===== src/rtl/muldiv_unit_pkg.sv =====
// Shared op codes for the multiply/divide unit, alongside the ALU op space.
// Optional divide datapath is enabled with MULDIV_DIV_EN.
package muldiv_unit_pkg;

    localparam logic [2:0] MD_MULT  = 3'd0;
    localparam logic [2:0] MD_MULTU = 3'd1;
    localparam logic [2:0] MD_DIV   = 3'd2;
    localparam logic [2:0] MD_DIVU  = 3'd3;
    localparam logic [2:0] MD_MTHI  = 3'd4;
    localparam logic [2:0] MD_MTLO  = 3'd5;

    function automatic logic md_is_mul(input logic [2:0] op);
        return (op == MD_MULT) || (op == MD_MULTU);
    endfunction

    function automatic logic md_is_signed(input logic [2:0] op);
        return (op == MD_MULT) || (op == MD_DIV);
    endfunction

endpackage


===== src/rtl/muldiv_unit_if.sv =====
// Request/response bundle between the execute stage and the muldiv unit.
interface muldiv_unit_if #(
    parameter int unsigned WIDTH = 32
);
    logic             req_valid;
    logic             req_ready;
    logic [2:0]       req_op;
    logic [WIDTH-1:0] req_x;
    logic [WIDTH-1:0] req_y;
    logic [WIDTH-1:0] hi;
    logic [WIDTH-1:0] lo;
    logic             busy;
    logic             done;
    logic             div_by_zero;

    modport master (
        output req_valid, req_op, req_x, req_y,
        input  req_ready, hi, lo, busy, done, div_by_zero
    );

    modport slave (
        input  req_valid, req_op, req_x, req_y,
        output req_ready, hi, lo, busy, done, div_by_zero
    );
endinterface


===== src/rtl/muldiv_iter.sv =====
// Unsigned shift-add multiply / restoring divide engine, WIDTH iterations per op.
// Divide step is present only when MULDIV_DIV_EN is defined.
module muldiv_iter #(
    parameter int unsigned WIDTH = 32
) (
    input  logic               clk,
    input  logic               rst_n,
    input  logic               start,
    input  logic               div_mode,
    input  logic [WIDTH-1:0]   op_a,
    input  logic [WIDTH-1:0]   op_b,
    output logic [2*WIDTH-1:0] result,
    output logic               last
);
    localparam int unsigned CW = $clog2(WIDTH + 1);

    logic [2*WIDTH-1:0] acc_q, acc_d;
    logic [WIDTH-1:0]   opnd_q;
    logic [CW-1:0]      cnt_q;
    logic [WIDTH:0]     sum;

`ifdef MULDIV_DIV_EN
    logic div_q;

    always_ff @(posedge clk) begin
        if (!rst_n)     div_q <= 1'b0;
        else if (start) div_q <= div_mode;
    end
`else
    logic unused_div;
    assign unused_div = div_mode;
`endif

    // Mul: acc = {partial, multiplier}, shift right. Div: acc = {rem, dividend/quot}, shift left.
    always_comb begin
        sum   = '0;
        acc_d = acc_q;
`ifdef MULDIV_DIV_EN
        if (div_q) begin
            sum = acc_q[2*WIDTH-1:WIDTH-1] - {1'b0, opnd_q};
            if (sum[WIDTH]) acc_d = {acc_q[2*WIDTH-2:0], 1'b0};
            else            acc_d = {sum[WIDTH-1:0], acc_q[WIDTH-2:0], 1'b1};
        end else
`endif
        begin
            sum   = {1'b0, acc_q[2*WIDTH-1:WIDTH]} + (acc_q[0] ? {1'b0, opnd_q} : '0);
            acc_d = {sum, acc_q[WIDTH-1:1]};
        end
    end

    always_ff @(posedge clk) begin
        if (!rst_n) begin
            acc_q  <= '0;
            opnd_q <= '0;
            cnt_q  <= '0;
        end else if (start) begin
            acc_q  <= {{WIDTH{1'b0}}, (div_mode ? op_a : op_b)};
            opnd_q <= div_mode ? op_b : op_a;
            cnt_q  <= CW'(WIDTH);
        end else if (cnt_q != '0) begin
            acc_q <= acc_d;
            cnt_q <= cnt_q - CW'(1);
        end
    end

    assign result = acc_q;
    assign last   = (cnt_q == CW'(1));

endmodule


===== src/rtl/muldiv_unit.sv =====
// MIPS HI/LO multiply/divide unit: FSM, handshake, sign handling and HI/LO.
// DIV/DIVU are supported only when MULDIV_DIV_EN is defined.
module muldiv_unit
    import muldiv_unit_pkg::*;
#(
    parameter int unsigned WIDTH = 32
) (
    input  logic          clk,
    input  logic          rst_n,
    muldiv_unit_if.slave  bus
);
    typedef enum logic [1:0] {StIdle, StCalc, StFix} state_e;

    state_e             state_q, state_d;
    logic               accept, op_mul, op_div, op_signed, y_zero, use_iter;
    logic [WIDTH-1:0]   mag_x, mag_y, hi_q, lo_q;
    logic [2*WIDTH-1:0] iter_result, commit;
    logic               iter_last, div_q, neg_lo_q, neg_hi_q, done_q, dbz_q;

    assign accept    = bus.req_valid && (state_q == StIdle);
    assign op_mul    = md_is_mul(bus.req_op);
    assign op_signed = md_is_signed(bus.req_op);
    assign y_zero    = (bus.req_y == '0);
`ifdef MULDIV_DIV_EN
    assign op_div = (bus.req_op == MD_DIV) || (bus.req_op == MD_DIVU);
`else
    assign op_div = 1'b0;
`endif
    assign use_iter = accept && (op_mul || (op_div && !y_zero));

    assign mag_x = (op_signed && bus.req_x[WIDTH-1]) ? -bus.req_x : bus.req_x;
    assign mag_y = (op_signed && bus.req_y[WIDTH-1]) ? -bus.req_y : bus.req_y;

    muldiv_iter #(
        .WIDTH (WIDTH)
    ) u_iter (
        .clk      (clk),
        .rst_n    (rst_n),
        .start    (use_iter),
        .div_mode (op_div),
        .op_a     (mag_x),
        .op_b     (mag_y),
        .result   (iter_result),
        .last     (iter_last)
    );

    always_ff @(posedge clk) begin
        if (!rst_n) state_q <= StIdle;
        else        state_q <= state_d;
    end

    always_comb begin
        state_d = state_q;
        unique case (state_q)
            StIdle:  if (use_iter) state_d = StCalc;
            StCalc:  if (iter_last) state_d = StFix;
            StFix:   state_d = StIdle;
            default: state_d = StIdle;
        endcase
    end

    always_comb begin
        bus.busy      = (state_q != StIdle);
        bus.req_ready = (state_q == StIdle);
    end

    // Div negates quotient and remainder independently; mul negates the whole product.
    always_comb begin
        commit = iter_result;
        if (div_q) begin
            commit[WIDTH-1:0]       = neg_lo_q ? -iter_result[WIDTH-1:0] : iter_result[WIDTH-1:0];
            commit[2*WIDTH-1:WIDTH] = neg_hi_q ? -iter_result[2*WIDTH-1:WIDTH]
                                               : iter_result[2*WIDTH-1:WIDTH];
        end else if (neg_lo_q) begin
            commit = -iter_result;
        end
    end

    always_ff @(posedge clk) begin
        if (!rst_n) begin
            hi_q     <= '0;
            lo_q     <= '0;
            done_q   <= 1'b0;
            dbz_q    <= 1'b0;
            div_q    <= 1'b0;
            neg_lo_q <= 1'b0;
            neg_hi_q <= 1'b0;
        end else begin
            done_q <= (accept && !use_iter) || (state_q == StFix);
            dbz_q  <= accept && op_div && y_zero;
            if (use_iter) begin
                div_q    <= op_div;
                neg_lo_q <= op_signed && (bus.req_x[WIDTH-1] ^ bus.req_y[WIDTH-1]);
                neg_hi_q <= op_signed && bus.req_x[WIDTH-1];
            end
            if (accept && (bus.req_op == MD_MTHI)) hi_q <= bus.req_x;
            if (accept && (bus.req_op == MD_MTLO)) lo_q <= bus.req_x;
            if (state_q == StFix) {hi_q, lo_q} <= commit;
        end
    end

    assign bus.hi          = hi_q;
    assign bus.lo          = lo_q;
    assign bus.done        = done_q;
    assign bus.div_by_zero = dbz_q;

endmodule

===== src/flat_wrapper.sv =====
// flat-port wrapper written by rule: the top's interface ports become plain ports
module muldiv_unit_flat import muldiv_unit_pkg::*;
#(
    parameter int unsigned WIDTH = 32
)
  (clk, rst_n, bus_req_valid, bus_req_op, bus_req_x, bus_req_y, bus_req_ready, bus_hi, bus_lo, bus_busy, bus_done, bus_div_by_zero);
  muldiv_unit_if #(.WIDTH(WIDTH)) bus_i ();
  input  logic clk;
  input  logic rst_n;
  input wire logic [$bits(bus_i.req_valid)-1:0] bus_req_valid;
  input wire logic [$bits(bus_i.req_op)-1:0] bus_req_op;
  input wire logic [$bits(bus_i.req_x)-1:0] bus_req_x;
  input wire logic [$bits(bus_i.req_y)-1:0] bus_req_y;
  output wire logic [$bits(bus_i.req_ready)-1:0] bus_req_ready;
  output wire logic [$bits(bus_i.hi)-1:0] bus_hi;
  output wire logic [$bits(bus_i.lo)-1:0] bus_lo;
  output wire logic [$bits(bus_i.busy)-1:0] bus_busy;
  output wire logic [$bits(bus_i.done)-1:0] bus_done;
  output wire logic [$bits(bus_i.div_by_zero)-1:0] bus_div_by_zero;
  assign bus_i.req_valid = bus_req_valid;
  assign bus_i.req_op = bus_req_op;
  assign bus_i.req_x = bus_req_x;
  assign bus_i.req_y = bus_req_y;
  assign bus_req_ready = bus_i.req_ready;
  assign bus_hi = bus_i.hi;
  assign bus_lo = bus_i.lo;
  assign bus_busy = bus_i.busy;
  assign bus_done = bus_i.done;
  assign bus_div_by_zero = bus_i.div_by_zero;
  muldiv_unit #(.WIDTH(WIDTH)) u_core (.clk(clk), .rst_n(rst_n), .bus(bus_i));
endmodule

===== config.mk =====
export PLATFORM = sky130hd
export DESIGN_NAME = muldiv_unit_flat
export DESIGN_NICKNAME = d
export VERILOG_FILES = /design/src/rtl/muldiv_unit_pkg.sv /design/src/rtl/muldiv_unit_if.sv /design/src/rtl/muldiv_iter.sv /design/src/rtl/muldiv_unit.sv /design/src/flat_wrapper.sv
export SDC_FILE = /design/constraint.sdc
export NUM_CORES = 1
export LEC_CHECK = 0
export CAP_MARGIN = 10
export CORE_AREA = 2 2 204 206
export CTS_CLUSTER_SIZE = 14
export DETAILED_ROUTE_END_ITERATION = 12
export DIE_AREA = 0 0 206 208
export PLACE_DENSITY = 0.5
export SLEW_MARGIN = 10
export SYNTH_ARGS = -nofsm -noshare
export SYNTH_HDL_FRONTEND = slang
export SYNTH_HIERARCHICAL = 1
export SYNTH_SLANG_ARGS = --single-unit
export TNS_END_PERCENT = 20

===== constraint.sdc =====
create_clock -name clk -period 9.65 [get_ports clk]
set_input_delay 2.4125 -clock clk [delete_from_list [all_inputs] [get_ports clk]]
set_output_delay 2.4125 -clock clk [all_outputs]
set_load 0.01 [all_outputs]

==> impl_results.md <==
- EDFF count, synth: 0
- Synth Area per Inst: approximately 8 um^2
- Worst Setup End Kind: register
- Grt ovf: 0
- Clock slew at reported path FFs: 0.07 ns
- Part of the cycle the worst path needs: 58.44%
- Mapped Cells: 1,488
- Minimum clock period: 5.639 ns
- Final Util: between 30% and 40%
- Leak Pwr: 5.980 nW
- CP Data Required Time: 9.99 ns
- Antenna Nets Post-Route: 0
- MaxCap Viol Count: 0
- Critical path fanouts, max: 6
- Post-Synthesis Cell Area: 12,110 um^2
- HP Class: reg2reg
- CTS tree: built
- Antenna violations before repair: 1
- Clock buffer depth: 2
- Yosys cell types: 77
- Core area: between 40,000 and 50,000 um^2
- Remaining DRCs: 0
- Initial Util: 29.85%
- Starting DRT DRC Count: 774
- Via count: 11.40k
- Total Wirelength: 42.36 mm
- Setup Skew: 0.006881 ns
- Gp weighted congestion: 0.8508
- Asr flop ratio synth: 0%
- PwrDens: 164.8 nW/um^2
- Max H-tree Level: 4
- DR pass1 iterations: 5
- Worst-Margin Slew: 1.111 ns
- Layout cell share with drive strength beyond 1: 8.000%
- # setup viols final: 0
- WL per Instance: 20.10 um
- All-Layer GR Usage: 19.36%
- Max_slew headroom: 25.25%
- PnR worst setup slack: 4.011 ns
- I/O pin cnt: 138
- Finished Layout Cells: 2,107
- Min Hold Slack: between 0.4 and 0.5 ns
- Root buffer cell: clkbuf_16
- Routed vias/inst: between 5 and 6
- Tot Pwr: roughly 2.4 mW
- Dpl cell area: between 10,000 and 15,000 um^2
- Worst-skew pair later-pin latency: about 0.44 ns
- Crit path kind: in2reg
- Max-slew violation count: 0
- Resize count post-CTS: 0
- Fmax: 0.1773 GHz
- WP data arrival: approximately 6.0 ns
- Die X: 206 um
- Max rail drop VDD: 0.0001658 V
- Most frequent cells in the layout: 202 x nand2_1, 169 x dfxtp_1, 139 x a21oi_1, 135 x clkdlybuf4s50_1, 88 x xor2_1
- Clock sinks: 170
- First-pass GRT wire length: 64.03 mm
- # fillers: 4,275
- Diode count: 0
- CTS Buf Count: 17
- Die Footprint: approximately 43,000 um^2
- Final Hold Vio Count: 0
- Synth warn: 6
- Chip Height: approximately 210 um
- Vias in the first global route: 10.82k
- Final Cell Area: 14,430 um^2
- Commonest non-fill, non-tap cell in the layout: nand2_1
- Pre-CTS setup slack: around 3.6 ns
- Layout net count: 1,671
- Fin Setup TNS: 0 ns
- DP Cell Count: about 2.1k
- Sequential share of the synthesized area: 28.11%
- Post-synth top flop: dfxtp_1
- Hold_buf cts: 0
- Startpoint types: input pin
- Rows: 74
- Port bufs: between 100 and 150
- Largest net degree at the start of global routing: 82
- Setup bufs post-CTS: 0
- #FFs+latches synth: 170
- Area growth syn-to-layout: 19.20%
- DP HPWL: 30.86 mm
- RSZ-0062 raised after global routing: false
- Status: finished, final reports clean
[cells in the mapped netlist, types with 16 or more instances]
cell type,n,area (um^2)
a21oi_1,139,695.7
and2_1,39,244.0
clkbuf_1,67,251.5
dfxtp_1,170,3403
ha_1,37,462.9
inv_1,17,63.81
mux2_2,45,506.7
mux2i_1,81,810.8
nand2_1,204,765.7
nand3_1,18,90.09
nor2_1,60,225.2
nor2b_1,39,244.0
nor3_1,17,85.08
o211a_1,43,430.4
o21ai_0,67,335.3
o22ai_1,36,225.2
o31ai_1,26,195.2
o41ai_1,17,148.9
or4_1,16,120.1
xnor2_1,60,525.5
xor2_1,88,770.7
[registers in the layout, indices dropped and copies added (netlist names)]
register / count
u_core/state_q: 2
u_core/u_iter/result: 64
u_core/neg_lo_q: 1
u_core/bus.lo: 32
u_core/bus.done: 1
u_core/u_iter/cnt_q: 6
u_core/bus.hi: 32
u_core/u_iter/opnd_q: 32
[power breakdown]
| group | switching, mW | leakage, nW | internal (mW) |
|---|---|---|---|
| registers | 0.0643 | 1.38 | 0.756 |
| clock network | 0.320 | 0.267 | 0.355 |
| logic | 0.611 | 4.33 | 0.270 |
[critical path, cell delays in order]
cell and delay, ns:
clkdlybuf4s50_1 0.45, or4_1 0.55, or2_1 0.23, nor4b_1 0.90, nor2b_1 0.57, a31oi_1 0.19, xor2_1 0.19, mux2_2 0.27
a21oi_1 0.15, nor2b_1 0.06
[per-layer routing]
| metal | global-route usage [%] | part of all wire (%) |
|---|---|---|
| met2 | 31.79 | 47 |
| met4 | 5.099 | 1.7 |
| met5 | 0 | 0 |
| met3 | 2.992 | 5.9 |
| met1 | 26.24 | 45 |
[final cells by class]
| type | instances | area (um^2) | area share, % |
|---|---|---|---|
| well taps | 532 | 665.6 | 4.613 |
| clock buffers | 17 | 425.4 | 2.948 |
| inverters | 17 | 63.81 | 0.4422 |
| repair buffers | 150 | 1461 | 10.13 |
| flip-flops and latches | 170 | 3405 | 23.59 |
| clock inverters | 14 | 123.9 | 0.8584 |
| multi-input cells | 1207 | 8285 | 57.42 |
[final timing paths]
path | startpoint | to | cells past startpoint | slack, ns
worst max-delay path | bus_req_y[16] | u_core/u_iter/result[28]$_SDFFE_PN0P_ | 10 | 4.01
worst max register to register | u_core/u_iter/result[30]$_SDFFE_PN0P_ | u_core/bus.hi[15]$_SDFFE_PN0P_ | 6 | 5.81
worst min register to register | u_core/u_iter/opnd_q[29]$_SDFFE_PN0P_ | u_core/u_iter/opnd_q[29]$_SDFFE_PN0P_ | 1 | 0.47
worst min-delay path | u_core/u_iter/opnd_q[29]$_SDFFE_PN0P_ | u_core/u_iter/opnd_q[29]$_SDFFE_PN0P_ | 1 | 0.47
[cell families after synthesis]
group / after synthesis / share of synthesized area (%)
and+or+nand+nor: 476 / 19.55
AOI/OAI and AO/OA: 417 / 23.06
DFF: 170 / 28.11
xor gates and xnor gates: 148 / 10.71
muxes: 126 / 10.88
buffers and inverters: 112 / 3.669
adders and majority gates: 38 / 3.990
other: 1 / 0.03098
No activity file was read; power rests on OpenSTA's default activity.
